<file path="src/rtl/servo_pwm_decoder.sv">
// servo_pwm_decoder
//
// Receive end of a servo PWM link. Measures the high time and period of a
// servo pulse train and converts the high time back into a 0..180 degree
// angle without a divider.
//
// Ports:
//   clk          system clock (50 MHz nominal)
//   reset_n      synchronous, active-low reset
//   pwm_in       asynchronous servo PWM input
//   angle        last accepted angle, 0..180 (90 after reset)
//   angle_valid  one-cycle strobe when angle is updated
//   locked       high while the most recent frame was fully valid
//   err          one-cycle error strobe
//   err_code     01 width out of range, 10 period out of range, 11 timeout;
//                holds its last value when err is low
//
// Build option:
//   PWM_DEC_GLITCH_FILTER_EN  inserts a 4-cycle stability filter between the
//                             synchronizer and edge detection; pulses or
//                             dropouts of 3 cycles or fewer are ignored.

module servo_pwm_decoder #(
  parameter int unsigned MIN_PULSE   = 50_000,
  parameter int unsigned STEP_CYCLES = 277,
  parameter int unsigned HIGH_MIN    = 45_000,
  parameter int unsigned HIGH_MAX    = 105_000,
  parameter int unsigned PERIOD_MIN  = 900_000,
  parameter int unsigned PERIOD_MAX  = 1_100_000
) (
  input  logic       clk,
  input  logic       reset_n,
  input  logic       pwm_in,
  output logic [7:0] angle,
  output logic       angle_valid,
  output logic       locked,
  output logic       err,
  output logic [1:0] err_code
);

  localparam int unsigned CntW = 21;

  localparam logic [CntW-1:0] MinPulseC  = CntW'(MIN_PULSE);
  localparam logic [CntW-1:0] HighMinC   = CntW'(HIGH_MIN);
  localparam logic [CntW-1:0] HighMaxC   = CntW'(HIGH_MAX);
  localparam logic [CntW-1:0] PeriodMinC = CntW'(PERIOD_MIN);
  localparam logic [CntW-1:0] PeriodMaxC = CntW'(PERIOD_MAX);
  localparam logic [CntW-1:0] TimeoutC   = CntW'(PERIOD_MAX + 1);
  localparam logic [8:0]      StepLastC  = 9'(STEP_CYCLES - 1);
  localparam logic [7:0]      AngleMaxC  = 8'd180;

  localparam logic [1:0] CodeWidth   = 2'b01;
  localparam logic [1:0] CodePeriod  = 2'b10;
  localparam logic [1:0] CodeTimeout = 2'b11;

  typedef enum logic [1:0] {StArm, StWaitRise, StHigh, StLow} state_e;

  // Input conditioning
  logic sync1_q, sync2_q;
  logic level;
  logic level_dly_q;
  logic rise, fall;

`ifdef PWM_DEC_GLITCH_FILTER_EN
  logic       filt_q, filt_d;
  logic [1:0] stab_q, stab_d;

  // Level follows sync2 only after it has held a new value for 4 cycles.
  always_comb begin
    filt_d = filt_q;
    stab_d = 2'd0;
    if (sync2_q != filt_q) begin
      if (stab_q == 2'd3) begin
        filt_d = sync2_q;
      end else begin
        stab_d = stab_q + 2'd1;
      end
    end
  end

  assign level = filt_q;
`else
  assign level = sync2_q;
`endif

  assign rise = level & ~level_dly_q;
  assign fall = ~level & level_dly_q;

  // Decoder state
  state_e          state_q, state_d;
  logic [CntW-1:0] cnt_q, cnt_d;
  logic [8:0]      presc_q, presc_d;
  logic [7:0]      acc_q, acc_d;
  logic [7:0]      pend_q, pend_d;
  logic [7:0]      angle_q, angle_d;
  logic            valid_q, valid_d;
  logic            locked_q, locked_d;
  logic            err_q, err_d;
  logic [1:0]      code_q, code_d;

  always_comb begin
    state_d  = state_q;
    cnt_d    = cnt_q;
    presc_d  = presc_q;
    acc_d    = acc_q;
    pend_d   = pend_q;
    angle_d  = angle_q;
    valid_d  = 1'b0;
    locked_d = locked_q;
    err_d    = 1'b0;
    code_d   = code_q;

    unique case (state_q)
      // Wait for a low level so a pulse already in progress is never decoded.
      StArm: begin
        if (!level) state_d = StWaitRise;
      end

      StWaitRise: begin
        if (rise) begin
          state_d = StHigh;
          cnt_d   = CntW'(1);
          presc_d = 9'd0;
          acc_d   = 8'd0;
        end
      end

      StHigh: begin
        cnt_d = cnt_q + CntW'(1);
        if (fall) begin
          if (cnt_q >= HighMinC && cnt_q <= HighMaxC) begin
            pend_d  = acc_q;
            state_d = StLow;
          end else begin
            err_d    = 1'b1;
            code_d   = CodeWidth;
            locked_d = 1'b0;
            cnt_d    = '0;
            state_d  = StWaitRise;
          end
        end else if (cnt_q == TimeoutC) begin
          err_d    = 1'b1;
          code_d   = CodeTimeout;
          locked_d = 1'b0;
          cnt_d    = '0;
          state_d  = StArm;
        end else if (cnt_q >= MinPulseC) begin
          // acc_q at the fall equals floor((width - MIN_PULSE) / STEP_CYCLES).
          if (presc_q == StepLastC) begin
            presc_d = 9'd0;
            if (acc_q != AngleMaxC) acc_d = acc_q + 8'd1;
          end else begin
            presc_d = presc_q + 9'd1;
          end
        end
      end

      StLow: begin
        if (rise) begin
          if (cnt_q >= PeriodMinC && cnt_q <= PeriodMaxC) begin
            angle_d  = pend_q;
            valid_d  = 1'b1;
            locked_d = 1'b1;
          end else begin
            err_d    = 1'b1;
            code_d   = CodePeriod;
            locked_d = 1'b0;
          end
          // The closing rise always opens the next frame.
          state_d = StHigh;
          cnt_d   = CntW'(1);
          presc_d = 9'd0;
          acc_d   = 8'd0;
        end else if (cnt_q == TimeoutC) begin
          err_d    = 1'b1;
          code_d   = CodeTimeout;
          locked_d = 1'b0;
          cnt_d    = '0;
          state_d  = StWaitRise;
        end else begin
          cnt_d = cnt_q + CntW'(1);
        end
      end
    endcase
  end

  always_ff @(posedge clk) begin
    if (!reset_n) begin
      // Synchronizer resets to high: a pulse in progress at reset release then
      // produces no rise, and a low input is just a fall ignored in StArm.
      sync1_q     <= 1'b1;
      sync2_q     <= 1'b1;
      level_dly_q <= 1'b1;
`ifdef PWM_DEC_GLITCH_FILTER_EN
      filt_q      <= 1'b1;
      stab_q      <= 2'd0;
`endif
      state_q     <= StArm;
      cnt_q       <= '0;
      presc_q     <= 9'd0;
      acc_q       <= 8'd0;
      pend_q      <= 8'd0;
      angle_q     <= 8'd90;
      valid_q     <= 1'b0;
      locked_q    <= 1'b0;
      err_q       <= 1'b0;
      code_q      <= 2'b00;
    end else begin
      sync1_q     <= pwm_in;
      sync2_q     <= sync1_q;
      level_dly_q <= level;
`ifdef PWM_DEC_GLITCH_FILTER_EN
      filt_q      <= filt_d;
      stab_q      <= stab_d;
`endif
      state_q     <= state_d;
      cnt_q       <= cnt_d;
      presc_q     <= presc_d;
      acc_q       <= acc_d;
      pend_q      <= pend_d;
      angle_q     <= angle_d;
      valid_q     <= valid_d;
      locked_q    <= locked_d;
      err_q       <= err_d;
      code_q      <= code_d;
    end
  end

  assign angle       = angle_q;
  assign angle_valid = valid_q;
  assign locked      = locked_q;
  assign err         = err_q;
  assign err_code    = code_q;

endmodule
</file>
<file path="config.mk">
export PLATFORM = sky130hd
export DESIGN_NAME = servo_pwm_decoder
export DESIGN_NICKNAME = d
export VERILOG_FILES = /design/src/rtl/servo_pwm_decoder.sv
export SDC_FILE = /design/constraint.sdc
export NUM_CORES = 1
export LEC_CHECK = 0
export CAP_MARGIN = 20
export CORE_MARGIN = 2
export CORE_UTILIZATION = 35
export DETAILED_ROUTE_END_ITERATION = 16
export PLACE_DENSITY = 0.63
export SKIP_CTS_REPAIR_TIMING = 1
export SLEW_MARGIN = 10
export SYNTH_ARGS = -nofsm -noshare
export SYNTH_HDL_FRONTEND = slang
export SYNTH_SLANG_ARGS = --single-unit
</file>
<file path="constraint.sdc">
create_clock -name clk -period 2.27 [get_ports clk]
set_input_delay 0.454 -clock clk [delete_from_list [all_inputs] [get_ports clk]]
set_output_delay 0.454 -clock clk [all_outputs]
set_load 0.02 [all_outputs]
</file>
==> impl_metrics.env, run 1 <==
export IMPL_n_fill_cell=1001
export IMPL_outcome="finished, violations left"
export IMPL_drv_cap=0
export IMPL_numCtsBuffers=9
export IMPL_dp_hpwl_um=6792
export IMPL_whs_ns=0.4211
export IMPL_avgRoutedWirePerCell_um=15.61
export IMPL_critical_path_max_fanout=16
export IMPL_drive_above_1_share=0.1957
export IMPL_worst_slew_pin_slew_ns=0.5355
export IMPL_syn_nets=479
export IMPL_synth_edf_count=0
export IMPL_worst_ep_required_time_ns=2.49
export IMPL_cts_max_level=3
export IMPL_n_antenna_cell=0
export IMPL_grt_pass1_vias=3261
export IMPL_critPathMostFrequentCell="buf_4"
export IMPL_wl_um=10100
export IMPL_port_buffer_count=15
export IMPL_hp_class="flop to flop"
export IMPL_layout_min_cycle_time_ns=2.273
export IMPL_slowest_stage="dfxtp_1"
export IMPL_initial_core_util=0.3596
export IMPL_nNetsFinal=516
export IMPL_ys_dominant_reg_cell="dfxtp_1"
export IMPL_antenna_found_initial=0
export IMPL_path_clk_slew_ns=0.08
export IMPL_dieArea_sq_mm=0.01145
export IMPL_die_w_um=107.0
export IMPL_cts_sinks=64
export IMPL_cts_tree="yes"
export IMPL_rsz0062_at_grt="true"
export IMPL_drc=0
export IMPL_die_h_um=107.0
export IMPL_r2r_slack_ns=-0.003
export IMPL_ys_warn_count=0
export IMPL_hold_viol_final=0
export IMPL_setup_slack_ns=-0.002855
export IMPL_crit_path_end_kind="flop"
export IMPL_grt_overflow_total=0
export IMPL_seq_area_frac_synth=0.3451
export IMPL_syn_to_final_growth_pct=24.03
export IMPL_cts_buffer_depth=2
export IMPL_violations="setup timing"
export IMPL_syn_area_sq_mm=0.003712
export IMPL_leakagePower_nw=1.707
export IMPL_finClkSkew_ns=0.007558
export IMPL_clock_fmax_mhz=440.0
export IMPL_grt_usage=0.1767
export IMPL_clk_latency_ns=0.35
export IMPL_rows=37
export IMPL_gp_congestion=0.9145
export IMPL_reg2regPathDepth=9
export IMPL_irDropWorstVdd_mv=0.4177
export IMPL_synth_cells=469
export IMPL_worst_setup_path_type="flop to flop"
export IMPL_ioPinCount=16
export IMPL_min_period_over_period=1.001
export IMPL_grt_first_pass_wirelength_um=16230
export IMPL_core_area_sq_mm=0.01032
export IMPL_path_cells="buf_4 -> nor2_1 -> o21ai_0 -> and3_1 -> a2111oi_4 -> buf_6 -> buf_4 -> o211ai_1 -> nand3_1"
export IMPL_grt_max_degree=31
export IMPL_slew_violations=0
export IMPL_drtIter0Drc=307
export IMPL_crit_path_start_kind="flop"
export IMPL_ant_nets=0
export IMPL_synth_seq_cells=64
export IMPL_ys_types=66
export IMPL_synth_avg_cell_area_sq_um=7.915
export IMPL_drtPass1Iterations=5
export IMPL_async_reset_ff_frac=0
export IMPL_cp_slowest_stage_delay_ns=0.57
export IMPL_setup_viol=1
export IMPL_num_vias=3680
export IMPL_max_slew_margin=0.6423
export IMPL_power_per_cell_area_mw_per_mm2=530.5
export IMPL_cts_root_buf="clkbuf_8"
export IMPL_cp_arrival_ns=2.50
export IMPL_dp_slack_ns=-0.02395
export IMPL_hold_path_depth=1
export IMPL_routed_via_density=5.688
## sequential cells by signal, indices dropped and copies added, names as in the netlist
register     cells
cnt_q           21
sync1_q          1
acc_q            8
level            1
angle_valid      1
locked           1
state_q          2
err_code         2
pend_q           8
angle            8
level_dly_q      1
presc_q          9
err              1
## worst paths after layout
path / from / to
setup / recovery: cnt_q[9] / cnt_q[17]
hold / removal: sync1_q / level
setup reg to reg: cnt_q[9] / cnt_q[17]
hold reg to reg: sync1_q / level
## layer usage
layer  vias to the layer above  global-route usage  wire (um)
li1                       1787                   -          -
met1                      1745              0.2496       4773
met2                       123              0.2684       4567
met3                        25             0.03283        542
met4                         0             0.06308        213
met5                         -                   0          0
## cell usage after synthesis, drive strengths merged (2+ instances only)
library cell  count  share of area
xor2              3         0.0071
ha                7          0.024
nand4b            2         0.0047
or3              12          0.020
o211ai           12          0.024
buf              17          0.031
o2111ai           2         0.0047
a21oi            20          0.028
and4              5          0.012
o31ai             6          0.012
nand2            49          0.050
nor2b             4         0.0067
nand3            19          0.026
and2              8          0.013
nand4            16          0.027
or4               4         0.0091
nor4             12          0.022
a211o             2         0.0047
a31oi             5          0.010
clkbuf           19          0.020
nor3b             2         0.0040
o21ai            39          0.054
and3             15          0.026
o31a              3         0.0071
or3b              2         0.0047
o41ai             2         0.0047
nor3             11          0.018
a31o              2         0.0047
dfxtp            64           0.35
mux2i            17          0.046
nand2b            6          0.010
nor2             44          0.044
inv              15          0.015
o211a             2         0.0054
## layout by cell type (no fill, tap or decap), types with 13 or more instances in the layout
| cell | Yosys | routed |
|---|---|---|
| nand3_1 | 19 | 19 |
| and3_1 | 13 | 13 |
| mux2i_1 | 17 | 17 |
| a21oi_1 | 19 | 18 |
| o21ai_0 | 38 | 35 |
| nand2_1 | 49 | 49 |
| nand4_1 | 16 | 16 |
| buf_4 | 2 | 41 |
| inv_1 | 15 | 15 |
| nor2_1 | 44 | 44 |
| dfxtp_1 | 64 | 57 |
| clkdlybuf4s50_1 | 0 | 15 |
## area by class of cell
cell class              instances  area [sq um]  share of cell area
multi-input cells             353          2265              0.4918
flip-flops and latches         64          1295              0.2812
repair buffers                 62         561.8              0.1220
well taps                     136         170.2             0.03696
clock buffers                  10         137.6             0.02989
clock inverters                 6         115.1             0.02500
inverters                      16         60.06             0.01304
## kinds of logic (layout without fill, tap and decap cells)
family,after synthesis,in the layout,share of synthesized area
compound gates,109,109,0.2005
xor+xnor,4,4,0.009439
fa+ha+maj,7,7,0.02359
buf+inv,52,94,0.06673
flops,64,64,0.3451
mux,17,17,0.04584
simple gates,216,216,0.3087
## critical path, delay by kind of cell, from the launching register on
kind | cells | cell delay (ns)
compound gates | 3 | 0.59
flops | 1 | 0.57
buf+inv | 3 | 0.55
simple gates | 3 | 0.44
## report_power, final
group          total [mW]  internal (mW)  leakage (nW)  switching [mW]
registers            1.13           1.12         0.520         0.00260
logic              0.0644         0.0195          1.06          0.0449
clock network        1.25          0.765         0.123           0.487
## per-stage QoR
step | setup TNS [ns] | power (mW) | std cells | utilization | area [sq um]
after floorplan | 0 | 1.192 | 469 | - | 3712
after global placement | -0.003620 | 1.217 | 626 | 0.4047 | 4178
after detailed placement | -0.03848 | 1.217 | 626 | 0.4047 | 4178
after CTS | -0.2689 | 2.470 | 642 | 0.4292 | 4431
after global routing | -1.753 | 2.529 | 647 | 0.4460 | 4604
final | -0.002855 | 2.442 | 647 | 0.4460 | 4604
(Power assumes the default switching activity.)
==> inputs of run 2 (changes only) <==
--- a/config.mk
+++ b/config.mk
@@ -9,9 +9,9 @@
 export CORE_MARGIN = 2
 export CORE_UTILIZATION = 35
 export DETAILED_ROUTE_END_ITERATION = 16
-export PLACE_DENSITY = 0.63
+export PLACE_DENSITY = 0.52
 export SKIP_CTS_REPAIR_TIMING = 1
-export SLEW_MARGIN = 10
+export SLEW_MARGIN = 20
 export SYNTH_ARGS = -nofsm -noshare
 export SYNTH_HDL_FRONTEND = slang
 export SYNTH_SLANG_ARGS = --single-unit
==> run 2 against run 1 <==
  * The flow now finishes without violations
  * Combinational power decreased by 0.6%
  * First-iteration DRC count decreased by 32%
  * Die area unchanged
  * Register-to-register slack improved by 0.05 ns
  * Clock-buffer cell count decreased by 1
  * Non-clock buffer count increased by 3
  * Clock skew increased by 0.0026 ns
  * Sequential power about the same
  * Worst hold slack got worse by 0.0053 ns
  * Total power decreased by 3.3%
  * Core utilization increased by 0.21 points
==> impl_metrics.env, run 2 (same netlist as run 1, synthesis figures left out) <==
export IMPL_setup_viol=0
export IMPL_ant_nets=0
export IMPL_setup_slack_ns=0.04493
export IMPL_rows=37
export IMPL_grt_pass1_vias=3351
export IMPL_largest_reg_flops=21
export IMPL_path_clk_slew_ns=0.09
export IMPL_dp_hpwl_um=7112
export IMPL_die_h_um=107.0
export IMPL_final_area_sq_mm=0.004626
export IMPL_outcome="complete, no violations"
export IMPL_cp_slowest_stage_delay_ns=0.57
export IMPL_hp_class="flop to flop"
export IMPL_grt_overflow_total=0
export IMPL_crit_path_end_kind="flop"
export IMPL_top_register="cnt_q"
export IMPL_clock_fmax_mhz=449.4
export IMPL_power_per_cell_area_mw_per_mm2=510.8
export IMPL_hold_viol_final=0
export IMPL_drc=0
export IMPL_worst_slew_pin_slew_ns=0.5993
export IMPL_fin_cells=650
export IMPL_antenna_found_initial=0
export IMPL_grt_first_pass_wirelength_um=16920
export IMPL_layout_common_cells="54 x dfxtp_1, 49 x nand2_1, 44 x nor2_1"
export IMPL_gp_congestion=0.9623
export IMPL_critical_path_max_fanout=14
export IMPL_drtPass1Iterations=5
export IMPL_drive_above_1_share=0.2082
export IMPL_crit_path_start_kind="flop"
export IMPL_fin_util=0.4481
export IMPL_num_vias=3683
export IMPL_drv_cap=0
export IMPL_numCtsBuffers=9
export IMPL_slowest_stage="or4_4"
export IMPL_slew_violations=0
export IMPL_max_slew_margin=0.5992
export IMPL_place_area_sq_mm=0.004205
export IMPL_reg_top3="cnt_q: 21 flops, presc_q: 9 flops"
export IMPL_syn_to_final_growth_pct=24.60
export IMPL_cts_root_buf="clkbuf_8"
export IMPL_dieArea_sq_mm=0.01145
export IMPL_avgRoutedWirePerCell_um=15.83
export IMPL_min_period_over_period=0.9802
export IMPL_wl_um=10290
export IMPL_cts_buffer_depth=2
export IMPL_worst_ep_required_time_ns=2.50
export IMPL_critPathMostFrequentCell="buf_4"
export IMPL_grt_usage=0.1837
export IMPL_rsz0062_at_grt="true"
export IMPL_finClkSkew_ns=0.01018
export IMPL_cts_max_level=3
export IMPL_dp_slack_ns=-0.05929
export IMPL_initial_core_util=0.3596
export IMPL_clk_latency_ns=0.35
export IMPL_nNetsFinal=519
export IMPL_core_area_sq_mm=0.01032
export IMPL_worst_setup_path_type="flop to flop"
export IMPL_power_mw=2.363
export IMPL_leakagePower_nw=1.726
export IMPL_die_w_um=107.0
export IMPL_cp_arrival_ns=2.45
export IMPL_cts_tree="yes"
export IMPL_routed_via_density=5.666
export IMPL_grt_max_degree=39
export IMPL_dp_cells=628
export IMPL_layout_min_cycle_time_ns=2.225
export IMPL_cts_sinks=64
export IMPL_ioPinCount=16
export IMPL_path_cells="or4_4 -> nor3_4 -> a21boi_4 -> a2111oi_4 -> buf_4 -> buf_4 -> clkbuf_16 -> o21ai_0 -> nand3_1"
export IMPL_drtIter0Drc=210
export IMPL_n_antenna_cell=0
export IMPL_final_common_cell="dfxtp_1"
export IMPL_irDropWorstVdd_mv=0.3555
export IMPL_port_buffer_count=15
[run 2: cell count changes in the layout (fill, tap and decap cells not counted), moves of 2 or more]
cell,previous run,this run
buf_4,41,43
dfxtp_2,5,9
o21ai_1,3,5
nor3_2,4,2
nor3_4,1,3
dfxtp_1,57,54
o21ai_0,35,33
[run 2: metal layers]
| layer | GRT usage | part of all wire | vias to the layer above |
|---|---|---|---|
| met5 | 0 | 0 | - |
| met4 | 0.07143 | 0.021 | 0 |
| met3 | 0.02492 | 0.047 | 14 |
| met2 | 0.2793 | 0.45 | 114 |
| met1 | 0.2628 | 0.48 | 1763 |
| li1 | - | - | 1792 |
[run 2: through the flow]
| step | TNS [ns] | hold slack, ns |
|---|---|---|
| 3_3_place_gp | -0.1232 | 0.4008 |
| 4_1_cts | -0.3978 | 0.4176 |
| 3_5_place_dp | -0.1803 | 0.3964 |
| 6_report | 0 | 0.4158 |
| 2_1_floorplan | 0 | 0.3863 |
| 5_1_grt | -0.2437 | 0.4377 |
[run 2: report_power, final]
group | total, mW | internal, mW | leakage, nW | switching [mW]
Sequential | 1.13 | 1.12 | 0.522 | 0.00250
Combinational | 0.0640 | 0.0187 | 1.09 | 0.0453
Clock | 1.17 | 0.632 | 0.116 | 0.540
[run 2: cell type report]
| type | instances | area [sq um] |
|---|---|---|
| multi-input cells | 353 | 2290 |
| well taps | 136 | 170.2 |
| repair buffers | 65 | 583.1 |
| clock inverters | 7 | 102.6 |
| clock buffers | 9 | 123.9 |
| fillers | 1053 | 5698 |
| inverters | 16 | 60.06 |
| flip-flops and latches | 64 | 1296 |
[run 2: path summary, 6_finish.rpt]
path | start | end | slack, ns | cells after the start
worst min register to register | sync1_q | level | 0.42 | 1
worst max register to register | cnt_q[16] | cnt_q[16] | 0.04 | 9
worst min-delay path | sync1_q | level | 0.42 | 1
worst max-delay path | cnt_q[16] | cnt_q[16] | 0.04 | 9
[run 2: worst max-delay path, delay by kind of cell, from the launching register on]
family,cells,cell delay [ns]
compound gates,3,0.45
buf+inv,3,0.46
flops,1,0.32
simple gates,3,0.85
==> inputs of run 3 (changes only) <==
--- a/config.mk
+++ b/config.mk
@@ -7,9 +7,9 @@
 export LEC_CHECK = 0
 export CAP_MARGIN = 20
 export CORE_MARGIN = 2
-export CORE_UTILIZATION = 35
+export CORE_UTILIZATION = 45
 export DETAILED_ROUTE_END_ITERATION = 16
-export PLACE_DENSITY = 0.52
+export PLACE_DENSITY = 0.64
 export SKIP_CTS_REPAIR_TIMING = 1
 export SLEW_MARGIN = 20
 export SYNTH_ARGS = -nofsm -noshare
==> run 3 against run 2 <==
  * Core utilization grew 12 points
  * Largest cell class unchanged
  * Final cell count decreased by 4.3%
  * Highest routed layer unchanged
  * Clock-buffer cell count is the same
  * Register-to-register slack lost 0.02 ns
==> impl_metrics.env, run 3 (same netlist as run 1, synthesis figures left out) <==
export IMPL_outcome="complete, no violations"
export IMPL_ioPinCount=16
export IMPL_cts_max_level=3
export IMPL_drive_above_1_share=0.2128
export IMPL_crit_path_start_kind="flop"
export IMPL_setup_slack_ns=0.02635
export IMPL_grt_pass1_vias=3423
export IMPL_slew_violations=0
export IMPL_routed_via_density=5.924
export IMPL_syn_to_final_growth_pct=24.81
export IMPL_die_h_um=94.83
export IMPL_holdPathEnd="level"
export IMPL_dieArea_sq_mm=0.008992
export IMPL_hold_viol_final=0
export IMPL_antenna_found_initial=0
export IMPL_grt_usage=0.2231
export IMPL_rows=33
export IMPL_place_area_sq_mm=0.004202
export IMPL_hold_path_depth=1
export IMPL_power_per_cell_area_mw_per_mm2=501.1
export IMPL_n_fill_cell=748
export IMPL_setup_viol=0
export IMPL_worstReg2RegStart="cnt_q[6]"
export IMPL_ant_nets=0
export IMPL_dp_hpwl_um=6684
export IMPL_cp_arrival_ns=2.54
export IMPL_layout_min_cycle_time_ns=2.244
export IMPL_core_area_sq_mm=0.008093
export IMPL_hp_class="flop to flop"
export IMPL_grt_max_degree=39
export IMPL_drtPass1Iterations=5
export IMPL_r2r_slack_ns=0.03
export IMPL_wl_um=9808
export IMPL_cts_root_buf="clkbuf_8"
export IMPL_largest_reg_flops=21
export IMPL_gp_congestion=0.8924
export IMPL_grt_first_pass_wirelength_um=15840
export IMPL_crit_path_end_kind="flop"
export IMPL_initial_core_util=0.4587
export IMPL_clk_latency_ns=0.35
export IMPL_final_common_cell="dfxtp_1"
export IMPL_min_from="sync1_q"
export IMPL_numCtsBuffers=9
export IMPL_min_period_over_period=0.9884
export IMPL_clock_fmax_mhz=445.7
export IMPL_cts_sinks=64
export IMPL_worst_setup_path_type="flop to flop"
export IMPL_avgRoutedWirePerCell_um=15.77
export IMPL_critical_path_max_fanout=16
export IMPL_r2r_end="cnt_q[20]"
export IMPL_reg_top3="cnt_q: 21 flops, presc_q: 9 flops"
export IMPL_layout_common_cells="57 x dfxtp_1, 49 x nand2_1, 47 x buf_4"
export IMPL_dp_slack_ns=0.01767
export IMPL_path_clk_slew_ns=0.08
export IMPL_nNetsFinal=522
export IMPL_final_area_sq_mm=0.004633
export IMPL_num_vias=3685
export IMPL_leakagePower_nw=1.749
export IMPL_rsz0062_at_grt="true"
export IMPL_drc=0
export IMPL_die_w_um=94.83
export IMPL_reg2regPathDepth=9
export IMPL_max_slew_margin=0.6281
export IMPL_worst_ep_required_time_ns=2.56
export IMPL_n_antenna_cell=0
export IMPL_worst_slew_pin_slew_ns=0.5568
export IMPL_cts_buffer_depth=2
export IMPL_drv_cap=0
export IMPL_port_buffer_count=15
export IMPL_finClkSkew_ns=0.006018
export IMPL_cts_tree="yes"
export IMPL_irDropWorstVdd_mv=0.4808
export IMPL_top_register="cnt_q"
export IMPL_drtIter0Drc=293
export IMPL_grt_overflow_total=0
## run 3: how the worst max path moves through the flow
stage	startpoint	endpoint	slack, ns
final	cnt_q[6]	cnt_q[20]	0.03
after global routing	cnt_q[16]	cnt_q[17]	-0.05
after CTS	cnt_q[6]	cnt_q[20]	-0.01
after detailed placement	cnt_q[6]	cnt_q[3]	0.02
after global placement	cnt_q[6]	cnt_q[16]	0.02
after floorplan	cnt_q[5]	locked	0.15
## run 3: layer usage
metal  routed length [um]  track usage  vias up
li1                     -            -     1801
met1                 4589       0.3048     1759
met2                 4560       0.3552      108
met3                  496      0.04389       17
met4                  161      0.06884        0
met5                    0            0        -
## run 3: cell type report
| class | instances | area, sq um | area share |
|---|---|---|---|
| repair buffers | 68 | 610.6 | 0.1318 |
| inverters | 16 | 60.06 | 0.01296 |
| flip-flops and latches | 64 | 1295 | 0.2795 |
| multi-input cells | 353 | 2310 | 0.4985 |
| clock buffers | 9 | 123.9 | 0.02674 |
| clock inverters | 7 | 102.6 | 0.02214 |
| well taps | 105 | 131.4 | 0.02836 |
## run 3: critical path, cell delays in order (launching register included)
cell and delay, ns:
dfxtp_4 0.39, and4_4 0.24, a31oi_2 0.09, or4_4 0.45
a2111oi_4 0.32, buf_4 0.18, buf_12 0.15, buf_12 0.15
o211ai_1 0.08, nand3_1 0.12
## run 3: through the flow
| step | hold WS (ns) | util | total power, mW | instances | TNS [ns] |
|---|---|---|---|---|---|
| 3_5_place_dp | 0.4092 | 0.5192 | 1.217 | 600 | 0 |
| 3_3_place_gp | 0.4046 | 0.5192 | 1.216 | 600 | 0 |
| 5_1_grt | 0.4285 | 0.5725 | 2.384 | 622 | -0.3630 |
| 6_report | 0.4181 | 0.5725 | 2.322 | 622 | 0 |
| 2_1_floorplan | 0.3863 | - | 1.192 | 469 | 0 |
| 4_1_cts | 0.4213 | 0.5472 | 2.332 | 616 | -0.06433 |
## run 3: power by group
group	total (mW)	leakage (nW)	switching (mW)	internal, mW
clock	1.13	0.110	0.503	0.629
sequential	1.13	0.520	0.00240	1.12
combinational	0.0645	1.12	0.0457	0.0188
total	2.32	1.75	0.551	1.77
